## config.mk

```make
export PLATFORM = sky130hd
export DESIGN_NAME = vproc_issue_ctrl_flat
export DESIGN_NICKNAME = d
export VERILOG_FILES = /design/src/rtl/vproc_issue_pkg.sv /design/src/rtl/vproc_issue_if.sv /design/src/rtl/vproc_issue_fifo.sv /design/src/rtl/vproc_issue_ctrl.sv /design/src/flat_wrapper.sv
export SDC_FILE = /design/constraint.sdc
export NUM_CORES = 1
export LEC_CHECK = 0
export CELL_PAD_IN_SITES_DETAIL_PLACEMENT = 1
export CELL_PAD_IN_SITES_GLOBAL_PLACEMENT = 2
export CORE_UTILIZATION = 30
export DETAILED_ROUTE_END_ITERATION = 8
export PLACE_DENSITY = 0.75
export SLEW_MARGIN = 20
export SYNTH_ARGS = -nofsm -noshare
export SYNTH_HDL_FRONTEND = slang
export SYNTH_SLANG_ARGS = --single-unit
```

## constraint.sdc

```tcl
create_clock -name clk_i -period 4.25 [get_ports clk_i]
set_input_delay 0.85 -clock clk_i [delete_from_list [all_inputs] [get_ports clk_i]]
set_output_delay 0.85 -clock clk_i [all_outputs]
set_load 0.01 [all_outputs]
```

## src/rtl/vproc_issue_pkg.sv

```systemverilog
// vproc_issue_pkg: shared widths and the queued-instruction record for the vector issue controller.
package vproc_issue_pkg;
  localparam int XLEN = 64;
  localparam int TRANS_ID_BITS = 4;
  localparam int DEFAULT_DEPTH = 4;
  localparam int DEFAULT_MAX_OUT = 2;
  localparam int PTR_W = $clog2(DEFAULT_DEPTH);
  localparam int OUT_W = $clog2(DEFAULT_MAX_OUT + 1);
  typedef struct packed {
    logic [TRANS_ID_BITS-1:0] trans_id;
    logic [31:0] instr;
    logic [XLEN-1:0] rs1;
    logic [XLEN-1:0] rs2;
  } vproc_issue_entry_t;
endpackage

```

## src/rtl/vproc_issue_if.sv

```systemverilog
// vproc_issue_if: issue-stage, wrapper and writeback handshakes of the vector issue controller.
interface vproc_issue_if;
  import vproc_issue_pkg::*;
  logic issue_valid_i;
  logic issue_ready_o;
  logic [TRANS_ID_BITS-1:0] issue_trans_id_i;
  logic [31:0] issue_instr_i;
  logic [XLEN-1:0] issue_rs1_i;
  logic [XLEN-1:0] issue_rs2_i;
  logic vect_instr_valid_o;
  logic vect_ready_i;
  logic [TRANS_ID_BITS-1:0] vect_trans_id_o;
  logic [31:0] vect_instr_o;
  logic [XLEN-1:0] vect_rs1_o;
  logic [XLEN-1:0] vect_rs2_o;
  logic vect_valid_i;
  logic [TRANS_ID_BITS-1:0] vect_trans_id_i;
  logic [XLEN-1:0] vect_result_i;
  logic wb_valid_o;
  logic [TRANS_ID_BITS-1:0] wb_trans_id_o;
  logic [XLEN-1:0] wb_result_o;
  modport slave (
    input  issue_valid_i, issue_trans_id_i, issue_instr_i, issue_rs1_i, issue_rs2_i,
    input  vect_ready_i, vect_valid_i, vect_trans_id_i, vect_result_i,
    output issue_ready_o, vect_instr_valid_o, vect_trans_id_o, vect_instr_o, vect_rs1_o, vect_rs2_o,
    output wb_valid_o, wb_trans_id_o, wb_result_o
  );
  modport master (
    output issue_valid_i, issue_trans_id_i, issue_instr_i, issue_rs1_i, issue_rs2_i,
    output vect_ready_i, vect_valid_i, vect_trans_id_i, vect_result_i,
    input  issue_ready_o, vect_instr_valid_o, vect_trans_id_o, vect_instr_o, vect_rs1_o, vect_rs2_o,
    input  wb_valid_o, wb_trans_id_o, wb_result_o
  );
endinterface

```

## src/rtl/vproc_issue_fifo.sv

```systemverilog
// vproc_issue_fifo: registered FIFO of issue entries; head is always the oldest entry, no fall-through.
module vproc_issue_fifo
  import vproc_issue_pkg::*;
#(
  parameter int DEPTH = DEFAULT_DEPTH
) (
  input  logic clk_i,
  input  logic rst_ni,
  input  logic push,
  input  logic pop,
  input  logic clear,
  input  vproc_issue_entry_t wdata,
  output vproc_issue_entry_t head,
  output logic [$clog2(DEPTH+1)-1:0] count
);
  localparam int PW = $clog2(DEPTH);
  localparam int CW = $clog2(DEPTH + 1);
  logic [PW-1:0] rd_ptr, wr_ptr;
  vproc_issue_entry_t mem [DEPTH];
  assign head = mem[rd_ptr];
  // storage is reset so the wrapper payload reads zero out of reset
  always_ff @(posedge clk_i or negedge rst_ni) begin
    if (!rst_ni) begin
      rd_ptr <= '0;
      wr_ptr <= '0;
      count <= '0;
      for (int i = 0; i < DEPTH; i++) mem[i] <= '0;
    end else if (clear) begin
      rd_ptr <= '0;
      wr_ptr <= '0;
      count <= '0;
    end else begin
      if (push) mem[wr_ptr] <= wdata;
      if (push) wr_ptr <= wr_ptr + 1'b1;
      if (pop) rd_ptr <= rd_ptr + 1'b1;
      count <= count + CW'(push) - CW'(pop);
    end
  end
endmodule

```

## src/rtl/vproc_issue_ctrl.sv

```systemverilog
// vproc_issue_ctrl: in-order vector issue controller with in-flight cap and flush kill tracking.
// Define VPROC_ISSUE_PERF_EN to build the stall-cycle counter on perf_stall_o.
module vproc_issue_ctrl
  import vproc_issue_pkg::*;
#(
  parameter int DEPTH = DEFAULT_DEPTH,
  parameter int MAX_OUTSTANDING = DEFAULT_MAX_OUT
) (
  input  logic clk_i,
  input  logic rst_ni,
  input  logic flush_i,
  vproc_issue_if.slave bus,
  output logic busy_o,
  output logic [31:0] perf_stall_o
);
  localparam int CW = $clog2(DEPTH + 1);
  localparam int OW = $clog2(MAX_OUTSTANDING + 1);
  logic [CW-1:0] count;
  logic [OW-1:0] outstanding, outstanding_next, kill;
  logic push, pop, cpl;
  vproc_issue_entry_t wdata, head;
  assign bus.issue_ready_o = (count < CW'(DEPTH)) & ~flush_i;
  assign bus.vect_instr_valid_o = (count != '0) & (outstanding < OW'(MAX_OUTSTANDING)) & ~flush_i;
  assign push = bus.issue_valid_i & bus.issue_ready_o;
  assign pop = bus.vect_instr_valid_o & bus.vect_ready_i;
  // a completion with nothing outstanding is ignored so the counters saturate at zero
  assign cpl = bus.vect_valid_i & (outstanding != '0);
  assign outstanding_next = outstanding + OW'(pop) - OW'(cpl);
  assign bus.wb_valid_o = cpl & (kill == '0) & ~flush_i;
  assign bus.wb_trans_id_o = bus.vect_trans_id_i;
  assign bus.wb_result_o = bus.vect_result_i;
  assign wdata = '{trans_id: bus.issue_trans_id_i, instr: bus.issue_instr_i,
                   rs1: bus.issue_rs1_i, rs2: bus.issue_rs2_i};
  assign bus.vect_trans_id_o = head.trans_id;
  assign bus.vect_instr_o = head.instr;
  assign bus.vect_rs1_o = head.rs1;
  assign bus.vect_rs2_o = head.rs2;
  assign busy_o = (count != '0) | (outstanding != '0);
  vproc_issue_fifo #(.DEPTH(DEPTH)) u_fifo (
    .clk_i(clk_i), .rst_ni(rst_ni), .push(push), .pop(pop), .clear(flush_i),
    .wdata(wdata), .head(head), .count(count)
  );
  // on flush every instruction still in the wrapper becomes a result to discard
  always_ff @(posedge clk_i or negedge rst_ni) begin
    if (!rst_ni) begin
      outstanding <= '0;
      kill <= '0;
    end else begin
      outstanding <= outstanding_next;
      kill <= flush_i ? outstanding_next : kill - OW'(bus.vect_valid_i & (kill != '0));
    end
  end
`ifdef VPROC_ISSUE_PERF_EN
  always_ff @(posedge clk_i or negedge rst_ni) begin
    if (!rst_ni) perf_stall_o <= '0;
    else if ((count != '0) & ~pop) perf_stall_o <= perf_stall_o + 32'd1;
  end
`else
  assign perf_stall_o = '0;
`endif
  a_no_spurious_cpl: assert property (@(posedge clk_i) disable iff (!rst_ni)
    !(bus.vect_valid_i && outstanding == '0));
endmodule

```

## src/flat_wrapper.sv

```systemverilog
// flat-port wrapper written by rule: the top's interface ports become plain ports
module vproc_issue_ctrl_flat import vproc_issue_pkg::*;
#(
  parameter int DEPTH = DEFAULT_DEPTH,
  parameter int MAX_OUTSTANDING = DEFAULT_MAX_OUT
)
  (clk_i, rst_ni, flush_i, busy_o, perf_stall_o, bus_issue_valid_i, bus_issue_trans_id_i, bus_issue_instr_i, bus_issue_rs1_i, bus_issue_rs2_i, bus_vect_ready_i, bus_vect_valid_i, bus_vect_trans_id_i, bus_vect_result_i, bus_issue_ready_o, bus_vect_instr_valid_o, bus_vect_trans_id_o, bus_vect_instr_o, bus_vect_rs1_o, bus_vect_rs2_o, bus_wb_valid_o, bus_wb_trans_id_o, bus_wb_result_o);
  vproc_issue_if bus_i ();
  input  logic clk_i;
  input  logic rst_ni;
  input  logic flush_i;
  output logic busy_o;
  output logic [31:0] perf_stall_o;
  input wire logic [$bits(bus_i.issue_valid_i)-1:0] bus_issue_valid_i;
  input wire logic [$bits(bus_i.issue_trans_id_i)-1:0] bus_issue_trans_id_i;
  input wire logic [$bits(bus_i.issue_instr_i)-1:0] bus_issue_instr_i;
  input wire logic [$bits(bus_i.issue_rs1_i)-1:0] bus_issue_rs1_i;
  input wire logic [$bits(bus_i.issue_rs2_i)-1:0] bus_issue_rs2_i;
  input wire logic [$bits(bus_i.vect_ready_i)-1:0] bus_vect_ready_i;
  input wire logic [$bits(bus_i.vect_valid_i)-1:0] bus_vect_valid_i;
  input wire logic [$bits(bus_i.vect_trans_id_i)-1:0] bus_vect_trans_id_i;
  input wire logic [$bits(bus_i.vect_result_i)-1:0] bus_vect_result_i;
  output wire logic [$bits(bus_i.issue_ready_o)-1:0] bus_issue_ready_o;
  output wire logic [$bits(bus_i.vect_instr_valid_o)-1:0] bus_vect_instr_valid_o;
  output wire logic [$bits(bus_i.vect_trans_id_o)-1:0] bus_vect_trans_id_o;
  output wire logic [$bits(bus_i.vect_instr_o)-1:0] bus_vect_instr_o;
  output wire logic [$bits(bus_i.vect_rs1_o)-1:0] bus_vect_rs1_o;
  output wire logic [$bits(bus_i.vect_rs2_o)-1:0] bus_vect_rs2_o;
  output wire logic [$bits(bus_i.wb_valid_o)-1:0] bus_wb_valid_o;
  output wire logic [$bits(bus_i.wb_trans_id_o)-1:0] bus_wb_trans_id_o;
  output wire logic [$bits(bus_i.wb_result_o)-1:0] bus_wb_result_o;
  assign bus_i.issue_valid_i = bus_issue_valid_i;
  assign bus_i.issue_trans_id_i = bus_issue_trans_id_i;
  assign bus_i.issue_instr_i = bus_issue_instr_i;
  assign bus_i.issue_rs1_i = bus_issue_rs1_i;
  assign bus_i.issue_rs2_i = bus_issue_rs2_i;
  assign bus_i.vect_ready_i = bus_vect_ready_i;
  assign bus_i.vect_valid_i = bus_vect_valid_i;
  assign bus_i.vect_trans_id_i = bus_vect_trans_id_i;
  assign bus_i.vect_result_i = bus_vect_result_i;
  assign bus_issue_ready_o = bus_i.issue_ready_o;
  assign bus_vect_instr_valid_o = bus_i.vect_instr_valid_o;
  assign bus_vect_trans_id_o = bus_i.vect_trans_id_o;
  assign bus_vect_instr_o = bus_i.vect_instr_o;
  assign bus_vect_rs1_o = bus_i.vect_rs1_o;
  assign bus_vect_rs2_o = bus_i.vect_rs2_o;
  assign bus_wb_valid_o = bus_i.wb_valid_o;
  assign bus_wb_trans_id_o = bus_i.wb_trans_id_o;
  assign bus_wb_result_o = bus_i.wb_result_o;
  vproc_issue_ctrl #(.DEPTH(DEPTH), .MAX_OUTSTANDING(MAX_OUTSTANDING)) u_core (.clk_i(clk_i), .rst_ni(rst_ni), .flush_i(flush_i), .bus(bus_i), .busy_o(busy_o), .perf_stall_o(perf_stall_o));
endmodule
```

==> summary.md, run 1 <==
| Metric | Value |
|---|---|
| Total clock buffers created by CTS | `81` |
| Outcome | `complete, no violations` |
| Clk sink count | `667` |
| Warnings from Yosys | `0` |
| Post-synth EDFFs | `0` |
| Initial detailed-routing violation count | `512` |
| Minimum setup slack in the final design | `0.321 ns` |
| H-tree level count | `3` |
| Critical path buffers and inverters | `2` |
| Total global-route track usage | `0.151` |
| Die Area | `107,000 um^2` |
| Cell taking the most area after synthesis | `sky130_fd_sc_hd__dfrtp_1` |
| Unrepaired setup endpoints after global routing | `false` |
| Buffer type at the clock tree root | `sky130_fd_sc_hd__clkbuf_16` |
| Category of the worst setup path launch point | `flip-flop` |
| Max Root-Sink Buffers | `3` |
| TritonCTS clock tree | `built` |
| Worst VDD drop | `0.000418 V` |
| Global routing met1 resource utilization | `0.192` |
| # setup viols final | `0` |
| Layout-stage area growth over the synthesis result | `21.6%` |
| Number of global-route vias before repair | `19,700` |
| Synth top area share | `0.525` |
| Period utilization | `0.924` |
| Die H | `328 um` |
| Data required time at the worst endpoint | `3.40 ns` |
| Routed length per instance | `22.4 um` |
| Post-CTS setup repair buffer count | `0` |
| Antenna violations before repair | `20` |
| Count of hold-fix buffers inserted at cts | `0` |
| Post-DP HPWL | `52,000 um` |
| Slowest cell on the critical path | `sky130_fd_sc_hd__dfrtp_4` |
| Met3 track utilization from global routing | `0.0502` |
| Cell-by-cell trace of the critical path | `buf_12, mux4_2, clkdlybuf4s50_1` |
| Syn Inst Count | `1,753` |
| First-pass GRT wire length | `125,000 um` |
| Die Width | `328 um` |
| Number of storage elements in the synthesis netlist | `667` |
| Final antenna-violating net count | `0` |
| Transition time at the pin with the least slew margin | `0.954 ns` |
| Detailed-route vias per instance | `4.71` |
| PwrDens | `720 nW/um^2` |
| Critical Path End Type | `output port` |
| Placeable core area | `105,000 um^2` |
| Aggregate negative setup slack | `0 ns` |
| Pins over their slew limit | `0` |
| Worst setup slack before clock tree synthesis | `0.393 ns` |
| Final nets | `2,318` |
| Post-Route Utilization | `0.367` |
| First-pass iteration count of the detailed router | `4` |
| Number of vias in the routed layout | `16,600` |
| Commonest cells post-synth | `667 x sky130_fd_sc_hd__dfrtp_1, 409 x sky130_fd_sc_hd__mux2_4, 164 x sky130_fd_sc_hd__mux4_2, 138 x sky130_fd_sc_hd__mux2_1, 112 x sky130_fd_sc_hd__buf_4` |
| Starting utilization of the core area | `0.302` |
| Seq/Total Area, Yosys | `0.525` |
| Synth area leaders | `sky130_fd_sc_hd__dfrtp_1 52%, sky130_fd_sc_hd__mux2_4 19%, sky130_fd_sc_hd__mux4_2 12%` |
| Worst Setup Path Type | `reg2out` |
| Mean instance size in the synthesized netlist | `18.1 um^2` |
| Number of max-cap violations | `0` |
| Arr. time, crit path | `3.08 ns` |
| Most used routing layer | `met2` |
| CP top delay family | `flip-flops` |
| Relative slew margins | `0.364` |
| Highest net fanout along the worst path | `28` |
| Netlist area before placement | `31,800 um^2` |
| Largest clock skew in the final design | `0.0145 ns` |
| Number of remaining DRC errors | `0` |
| Worst-Skew Late Latency | `0.64 ns` |
| Netlist cell types | `34` |
| Site Rows | `119` |
| Post-route worst hold slack | `0.165 ns` |
| CTS clk-pin slew, worst paths | `0.06 ns` |
| Synth async-reset ratio | `1.00` |
| Highest Clock Rate | `255 MHz` |
| Met2 global-route usage | `0.241` |
| Sum of overflow across all layers after global routing | `0` |
| Time the final worst path needs with I/O delays and setup | `3.93 ns` |
| Wirelength, routed | `79,100 um` |
| Post-CTS resize count | `0` |
| Slowest stage delay, CP | `0.97 ns` |
| Hold violation count in the final report | `0` |
| Final weighted congestion in routability-driven placement | `0.736` |
| I/O pin cnt | `506` |
| Primary FF master, synth | `sky130_fd_sc_hd__dfrtp_1` |
| HP Class | `in2async` |
| Share of layout cells above drive strength 1 | `0.416` |
| Port Buffer Count | `337` |
| Static leakage | `16.6 nW` |
| Maximum number of pins on one net before global-route repair | `111` |
| Most common cell in the synthesized netlist | `sky130_fd_sc_hd__dfrtp_1` |
| Worst-case register-to-register setup slack | `1.82 ns` |
-- per-layer routing --
layer  part of all wire  vias up  wire length, um
met5             0.0026        -              203
met4              0.028       34             2190
met3              0.068      172             5360
met2               0.48      401            37800
met1               0.42     9043            33500
li1                   -     6949                -
-- cell usage in the layout, fill, tap and decap left out, types with 2 or more instances in the layout --
| cell type | Yosys | layout |
|---|---|---|
| sky130_fd_sc_hd__diode_2 | 0 | 3 |
| sky130_fd_sc_hd__dfrtp_4 | 0 | 2 |
| sky130_fd_sc_hd__nand2_1 | 3 | 3 |
| sky130_fd_sc_hd__conb_1 | 1 | 32 |
| sky130_fd_sc_hd__clkbuf_8 | 0 | 10 |
| sky130_fd_sc_hd__mux4_2 | 164 | 164 |
| sky130_fd_sc_hd__buf_4 | 112 | 37 |
| sky130_fd_sc_hd__xnor2_1 | 4 | 4 |
| sky130_fd_sc_hd__mux2_4 | 409 | 409 |
| sky130_fd_sc_hd__nor3_1 | 2 | 2 |
| sky130_fd_sc_hd__inv_1 | 7 | 7 |
| sky130_fd_sc_hd__xor2_1 | 2 | 2 |
| sky130_fd_sc_hd__nor2_1 | 6 | 6 |
| sky130_fd_sc_hd__clkinv_2 | 0 | 12 |
| sky130_fd_sc_hd__nor2b_1 | 4 | 4 |
| sky130_fd_sc_hd__bufinv_16 | 0 | 5 |
| sky130_fd_sc_hd__clkbuf_1 | 4 | 26 |
| sky130_fd_sc_hd__clkinvlp_4 | 0 | 2 |
| sky130_fd_sc_hd__mux2_2 | 111 | 111 |
| sky130_fd_sc_hd__and3_4 | 3 | 3 |
| sky130_fd_sc_hd__o21ai_0 | 2 | 2 |
| sky130_fd_sc_hd__clkbuf_16 | 0 | 85 |
| sky130_fd_sc_hd__inv_6 | 0 | 3 |
| sky130_fd_sc_hd__dfrtp_1 | 667 | 665 |
| sky130_fd_sc_hd__buf_12 | 33 | 38 |
| sky130_fd_sc_hd__mux2_1 | 138 | 138 |
| sky130_fd_sc_hd__ha_1 | 9 | 9 |
| sky130_fd_sc_hd__clkdlybuf4s50_1 | 0 | 336 |
-- final cells by class --
| type | count | area [um^2] |
|---|---|---|
| Clock buffer | 121 | 2360 |
| Multi-Input combinational cell | 900 | 13100 |
| Sequential cell | 667 | 16700 |
| Antenna cell | 3 | 7.51 |
| Inverter | 7 | 26.3 |
| Clock inverter | 23 | 260 |
| Tap cell | 1391 | 1740 |
| Timing Repair Buffer | 413 | 4440 |
| Fill cell | 10500 | 66600 |
-- cells by family after synthesis --
| family | synth area share |
|---|---|
| simple gates | 0.00519 |
| fa+ha+maj | 0.00417 |
| compound gates | 0.000708 |
| other cells | 0.000118 |
| flops | 0.525 |
| buf+inv | 0.0658 |
| xor+xnor | 0.00165 |
| mux | 0.398 |
-- state kept, by name, summed over array words and instances, names as in the netlist --
register              flops
u_core.u_fifo.mem       656
u_core.kill               2
u_core.u_fifo.rd_ptr      2
u_core.outstanding        2
u_core.u_fifo.wr_ptr      2
u_core.u_fifo.count       3
-- worst reg2reg max path, delay by kind of cell (launching register included) --
kind                       cells  cell delay [ns]
DFF                            1             0.47
and+or+nand+nor                4             0.63
buffers and inverters          3             0.29
xor gates and xnor gates       1             0.16
adders and majority gates      3             0.79
-- worst paths after layout --
check / cells after the start / start / to
hold reg to reg: 1 / u_core.u_fifo.mem[223] / u_core.u_fifo.mem[223]
min in group clk_i: 1 / u_core.u_fifo.mem[223] / u_core.u_fifo.mem[223]
hold / removal: 1 / rst_ni / u_core.u_fifo.mem[286]
setup / recovery: 3 / u_core.u_fifo.rd_ptr[0] / bus_vect_rs1_o[8]
max in group asynchronous: 4 / rst_ni / u_core.u_fifo.mem[542]
setup reg to reg: 11 / u_core.u_fifo.count[2] / u_core.u_fifo.count[2]
-- per-stage QoR --
| stage | instances | cell area, um^2 | total power [mW] |
|---|---|---|---|
| floorplan | 1784 | 31900 | 17.0 |
| global placement | 3377 | 36000 | 20.5 |
| detailed placement | 3377 | 36000 | 21.1 |
| CTS | 3521 | 38600 | 28.3 |
| global route | 3524 | 38700 | 29.4 |
| finish | 3525 | 38700 | 27.9 |
-- where the power goes --
group          internal (mW)  switching (mW)
Combinational           6.68            3.40
Sequential              9.22            1.69
Clock                   4.14            2.72
Total                   20.0            7.81
Note: power is estimated with default switching activity, not from simulation.
==> run 2: changes to the inputs <==
clock period = 4.89 ns   (was 4.25 ns; I/O delays follow)
==> summary.md, run 2 (same netlist as run 1, synthesis figures left out) <==
| Metric | Value |
|---|---|
| Category of the worst setup path launch point | `flip-flop` |
| Cell-by-cell trace of the critical path | `buf_4, mux4_2, clkdlybuf4s50_1` |
| I/O pin cnt | `506 (unchanged)` |
| Total global-route track usage | `0.151 (+0.000442)` |
| Critical Path End Type | `output port` |
| Slowest cell on the critical path | `sky130_fd_sc_hd__dfrtp_4` |
| Total clock buffers created by CTS | `80 (-1.2%)` |
| Initial detailed-routing violation count | `634 (+24%)` |
| Routed length per instance | `22.7 um (+1.1%)` |
| Final weighted congestion in routability-driven placement | `0.727 (-1.3%)` |
| Hold violation count in the final report | `0 (unchanged)` |
| Pins over their slew limit | `0 (unchanged)` |
| Placeable core area | `105,000 um^2 (unchanged)` |
| Most common library cell in the layout ignoring fill and taps | `sky130_fd_sc_hd__dfrtp_1` |
| Detailed-route vias per instance | `4.68 (-0.69%)` |
| Post-CTS resize count | `0 (unchanged)` |
| TritonCTS clock tree | `built` |
| Port Buffer Count | `337 (unchanged)` |
| Number of max-cap violations | `0 (unchanged)` |
| Sum of overflow across all layers after global routing | `0 (unchanged)` |
| PwrDens | `630 nW/um^2 (-13%)` |
| Worst VDD drop | `0.000355 V (-15%)` |
| Post-Route Utilization | `0.365 (-0.00267)` |
| Largest register by flop count | `u_core.u_fifo.mem` |
| Worst Setup Path Type | `reg2out` |
| Total placed cells including tap cells | `3,351 (-0.77%)` |
| # setup viols final | `0 (unchanged)` |
| Time the final worst path needs with I/O delays and setup | `4.05 ns` |
| H-tree level count | `3 (unchanged)` |
| Antenna violations before repair | `20 (unchanged)` |
| Die H | `328 um (unchanged)` |
| Clk sink count | `667 (unchanged)` |
| Transition time at the pin with the least slew margin | `0.846 ns (-0.108 ns)` |
| Number of vias in the routed layout | `16,400 (-1.5%)` |
| Final nets | `2,290 (-1.2%)` |
| Layout-stage area growth over the synthesis result | `20.7%` |
| Wirelength, routed | `79,300 um (+0.32%)` |
| Period utilization | `0.828` |
| First-pass GRT wire length | `125,000 um (+0.29%)` |
| First-pass iteration count of the detailed router | `4 (unchanged)` |
| Number of remaining DRC errors | `0 (unchanged)` |
| Arr. time, crit path | `3.07 ns (about the same)` |
| Die Width | `328 um (unchanged)` |
| Die Area | `107,000 um^2 (unchanged)` |
| Max Root-Sink Buffers | `3 (unchanged)` |
| Commonest cells after routing, fill and taps aside | `665 x sky130_fd_sc_hd__dfrtp_1, 409 x sky130_fd_sc_hd__mux2_4, 336 x sky130_fd_sc_hd__clkdlybuf4s50_1, 164 x sky130_fd_sc_hd__mux4_2, 138 x sky130_fd_sc_hd__mux2_1` |
| Highest Clock Rate | `247 MHz` |
| Largest regs | `u_core.u_fifo.mem x656, u_core.u_fifo.count x3` |
| Static leakage | `16.5 nW (-0.95%)` |
| Non-filler instance count after layout | `3,498 (-0.77%)` |
| Unrepaired setup endpoints after global routing | `false` |
| Post-DP HPWL | `50,100 um (-3.7%)` |
| Worst-Skew Late Latency | `0.64 ns (about the same)` |
| Relative slew margins | `0.436 (+0.0719)` |
| Buffer type at the clock tree root | `sky130_fd_sc_hd__clkbuf_16` |
| Final antenna-violating net count | `0 (unchanged)` |
| Starting utilization of the core area | `0.302 (unchanged)` |
| Number of flip-flops under the largest register name | `656 (unchanged)` |
| HP Class | `in2async` |
| Number of global-route vias before repair | `19,800 (+0.30%)` |
| Share of layout cells above drive strength 1 | `0.413 (-0.00321)` |
| Count of hold-fix buffers inserted at cts | `0 (unchanged)` |
| Outcome | `complete, no violations` |
| Site Rows | `119 (unchanged)` |
| CTS clk-pin slew, worst paths | `0.05 ns (about the same)` |
| Slowest stage delay, CP | `0.85 ns (-0.12 ns)` |
| Maximum number of pins on one net before global-route repair | `105 (-5.4%)` |
| Post-CTS setup repair buffer count | `0 (unchanged)` |
| Data required time at the worst endpoint | `3.91 ns (+0.51 ns)` |
| Largest clock skew in the final design | `0.0203 ns (+0.00586 ns)` |
| Aggregate negative setup slack | `0 ns (unchanged)` |
| Highest net fanout along the worst path | `24 (-14%)` |
## run 2: changes by cell type in the layout (fill, tap and decap cells not counted), sizes merged
cell and delta:
buf -27, clkbuf -5, clkinvlp +3, clkinv +2, bufinv -1, inv +1
## run 2: metrics by stage
| stage | total power, mW | hold WS, ns | instance area, um^2 | worst slack [ns] |
|---|---|---|---|---|
| floorplan | 14.8 | 0.452 | 31900 | 2.25 |
| global placement | 17.8 | 0.461 | 35800 | 0.999 |
| detailed placement | 18.3 | 0.469 | 35800 | 1.06 |
| CTS | 24.6 | 0.365 | 38400 | 0.661 |
| global route | 25.5 | 0.394 | 38400 | 0.634 |
| finish | 24.2 | 0.374 | 38400 | 0.840 |
## run 2: cell type report
type                            count  area [um^2]
Antenna cell                        3         7.51
Clock buffer                      116         2360
Clock inverter                     28          278
Fill cell                       10500        66900
Inverter                            7         26.3
Multi-Input combinational cell    900        13100
Sequential cell                   667        16700
Tap cell                         1391         1740
Timing Repair Buffer              386         4150
## run 2: where the power goes
group	internal, mW	switching, mW
Combinational	5.75	2.97
Clock	3.57	2.42
Sequential	8.02	1.46
Total	17.3	6.85
## run 2: path summary, 6_finish.rpt
check,start,end,slack [ns],cells past startpoint
min in group clk_i,u_core.u_fifo.mem[173],u_core.u_fifo.mem[173],0.48,1
worst min register to register,u_core.u_fifo.mem[173],u_core.u_fifo.mem[173],0.48,1
max in group asynchronous,rst_ni,u_core.u_fifo.mem[199],3.38,2
worst max register to register,u_core.u_fifo.count[2],u_core.u_fifo.count[2],2.30,10
worst min-delay path,rst_ni,u_core.u_fifo.mem[122],0.37,1
worst max-delay path,u_core.u_fifo.rd_ptr[0],bus_vect_instr_o[17],0.84,3
## run 2: worst max-delay path: cells and delay by family (launching register included)
kind / cells / cell delay (ns)
buffers and inverters: 2 / 1.01
DFF: 1 / 0.85
muxes: 1 / 0.57
## run 2: metal layers
layer,vias up,routed length [um],GRT usage
li1,6904,-,-
met1,8857,32800,0.189
met2,383,38300,0.243
met3,178,5780,0.0524
met4,36,2260,0.0504
met5,-,229,0
==> run 3: changes to the inputs <==
clock period = 4.3 ns   (was 4.89 ns; I/O delays follow)
==> summary.md, run 3 (same netlist as run 1, synthesis figures left out) <==
| Metric | Value |
|---|---|
| Outcome | `complete, no violations` |
| Final nets | `2,310 (+0.87%)` |
| Placed cell areas | `35,800 um^2 (+0.26%)` |
| HP Class | `in2async` |
| Detailed-route vias per instance | `4.68 (+0.13%)` |
| Number of global-route vias before repair | `19,700 (-0.13%)` |
| Number of max-cap violations | `0 (unchanged)` |
| Clk sink count | `667 (unchanged)` |
| Total placed cells including tap cells | `3,370 (+0.57%)` |
| # setup viols final | `0 (unchanged)` |
| Die H | `328 um (unchanged)` |
| Largest register by flop count | `u_core.u_fifo.mem` |
| CTS clk-pin slew, worst paths | `0.06 ns (about the same)` |
| Highest net fanout along the worst path | `33 (+38%)` |
| Multi-input logic area | `13,100 um^2 (unchanged)` |
| Share of total power consumed by net switching | `0.282 (-0.000861)` |
| Arr. time, crit path | `3.21 ns (+0.14 ns)` |
| Total internal power | `19.7 mW (+14%)` |
| Sequential standard cell area | `16,700 um^2 (unchanged)` |
| Post-DP HPWL | `51,200 um (+2.2%)` |
| Unrepaired setup endpoints after global routing | `false` |
| Highest Clock Rate | `246 MHz` |
| Placeable core area | `105,000 um^2 (unchanged)` |
| Die Width | `328 um (unchanged)` |
| Worst Setup Path Type | `reg2out` |
| Count of hold-fix buffers inserted at cts | `0 (unchanged)` |
| Number of vias in the routed layout | `16,400 (+0.56%)` |
| Layout-stage area growth over the synthesis result | `20.9%` |
| Post-CTS setup repair buffer count | `0 (unchanged)` |
| First-pass GRT wire length | `126,000 um (+0.46%)` |
| Combinational share of power | `0.362 (about the same)` |
| Pins over their slew limit | `0 (unchanged)` |
| Aggregate negative setup slack | `0 ns (unchanged)` |
| Worst-Skew Late Latency | `0.63 ns (about the same)` |
| Wirelength, routed | `80,300 um (+1.2%)` |
| Total clock buffers created by CTS | `80 (unchanged)` |
| Worst r2r dst | `u_core.u_fifo.count[2]` |
| Category of the worst setup path launch point | `flip-flop` |
| H-tree level count | `3 (unchanged)` |
| Slowest stage delay, CP | `1.02 ns (+0.17 ns)` |
| Critical Path End Type | `output port` |
| Origin of the critical flop-to-flop path | `u_core.u_fifo.count[2]` |
| Cell-by-cell trace of the critical path | `buf_4, mux4_2, clkdlybuf4s50_1` |
| Largest regs | `u_core.u_fifo.mem x656, u_core.u_fifo.count x3` |
| Time the final worst path needs with I/O delays and setup | `4.07 ns` |
| Transition time at the pin with the least slew margin | `0.940 ns (+0.0945 ns)` |
| Port Buffer Count | `337 (unchanged)` |
| Initial detailed-routing violation count | `508 (-20%)` |
| TritonCTS clock tree | `built` |
| Die Area | `107,000 um^2 (unchanged)` |
| Number of flip-flops under the largest register name | `656 (unchanged)` |
| Post-CTS resize count | `0 (unchanged)` |
| Site Rows | `119 (unchanged)` |
| Most common library cell in the layout ignoring fill and taps | `sky130_fd_sc_hd__dfrtp_1` |
| Max Root-Sink Buffers | `3 (unchanged)` |
| Static leakage | `16.6 nW (+0.42%)` |
| Worst VDD drop | `0.000445 V (+26%)` |
| Number of remaining DRC errors | `0 (unchanged)` |
| Final weighted congestion in routability-driven placement | `0.712 (-2.0%)` |
| Post-route worst hold slack | `0.151 ns (-0.223 ns)` |
| Post-Route Utilization | `0.365 (+0.000451)` |
| Fillers | `10,500 (+0.29%)` |
| Sum of overflow across all layers after global routing | `0 (unchanged)` |
| Hold violation count in the final report | `0 (unchanged)` |
| Data required time at the worst endpoint | `3.44 ns (-0.47 ns)` |
| Worst setup slack before clock tree synthesis | `0.612 ns (-0.448 ns)` |
| Sequential fraction of design power | `0.393 (about the same)` |
| Period utilization | `0.947` |
| Slowest cell on the critical path | `sky130_fd_sc_hd__dfrtp_4` |
| Maximum number of pins on one net before global-route repair | `112 (+6.7%)` |
| Commonest cells after routing, fill and taps aside | `665 x sky130_fd_sc_hd__dfrtp_1, 409 x sky130_fd_sc_hd__mux2_4, 336 x sky130_fd_sc_hd__clkdlybuf4s50_1, 164 x sky130_fd_sc_hd__mux4_2, 138 x sky130_fd_sc_hd__mux2_1` |
| Depth of the most critical reg-to-reg path | `11 (+1)` |
| Net switching power | `7.75 mW (+13%)` |
| Minimum setup slack in the final design | `0.230 ns (-0.610 ns)` |
| Share of layout cells above drive strength 1 | `0.415 (+0.00235)` |
| Buffer type at the clock tree root | `sky130_fd_sc_hd__clkbuf_16` |
| Routed length per instance | `22.8 um (+0.75%)` |
| Largest clock skew in the final design | `0.0177 ns (-0.00262 ns)` |
| Antenna violations before repair | `18 (-10%)` |
| Total power | `27.5 mW (+14%)` |
| Final antenna-violating net count | `0 (unchanged)` |
| Post-Layout Inst Area | `38,400 um^2 (+0.12%)` |
| PwrDens | `714 nW/um^2 (+13%)` |
| Relative slew margins | `0.373 (-0.0630)` |
| First-pass iteration count of the detailed router | `4 (unchanged)` |
| Total global-route track usage | `0.152 (+0.000944)` |
| Starting utilization of the core area | `0.302 (unchanged)` |
| Non-filler instance count after layout | `3,513 (+0.43%)` |
| Worst-case register-to-register setup slack | `1.78 ns (-0.52 ns)` |
| Part of the power in the clock network | `0.244 (-0.003)` |
| I/O pin cnt | `506 (unchanged)` |
[run 3: cell types whose count changed in the layout (fill, tap and decap cells not counted), moves of 3 or more]
| cell | delta |
|---|---|
| sky130_fd_sc_hd__buf_12 | -4 |
| sky130_fd_sc_hd__buf_4 | +23 |
| sky130_fd_sc_hd__clkinvlp_4 | -3 |
| sky130_fd_sc_hd__clkbuf_1 | +5 |
[run 3: cell type report]
type | count | share of cell area
well taps | 1391 | 0.0453
repair buffers | 406 | 0.111
clock buffers | 117 | 0.0599
multi-input cells | 900 | 0.342
inverters | 7 | 0.000683
diodes | 1 | 0.0000651
clock inverters | 24 | 0.00700
flip-flops and latches | 667 | 0.434
[run 3: how the worst max path moves through the flow]
stage	startpoint	to	slack [ns]	cells past startpoint
after floorplan	bus_vect_ready_i	u_core.u_fifo.count[2]	1.86	9
after global placement	flush_i	bus_issue_ready_o	0.66	4
final	u_core.u_fifo.rd_ptr[0]	bus_vect_instr_o[26]	0.23	3
after global routing	u_core.u_fifo.rd_ptr[0]	bus_vect_rs2_o[43]	0.007	3
after CTS	u_core.u_fifo.rd_ptr[0]	bus_vect_instr_o[19]	0.07	3
after detailed placement	flush_i	bus_issue_ready_o	0.61	4
[run 3: power groups by stage]
stage | Sequential, mW | Clock (mW) | Combinational [mW]
detailed placement | 10.8 | 0 | 10.1
global placement | 10.5 | 0 | 9.76
global route | 11.1 | 7.14 | 10.7
finish | 10.8 | 6.71 | 9.95
CTS | 10.8 | 6.95 | 10.1
floorplan | 10.1 | 0 | 6.69
[run 3: critical path, delay by kind of cell (launching register included)]
kind / cells / cell delay (ns)
multiplexers: 1 / 0.54
flip-flops: 1 / 1.02
buffers and inverters: 2 / 1.01
[run 3: per-layer routing]
metal | share of wire | wire, um | vias up | GRT usage
li1 | - | - | 6931 | -
met1 | 0.43 | 34500 | 8957 | 0.196
met2 | 0.48 | 38400 | 372 | 0.246
met3 | 0.066 | 5270 | 157 | 0.0487
met4 | 0.024 | 1960 | 32 | 0.0401
met5 | 0.0024 | 195 | - | 0
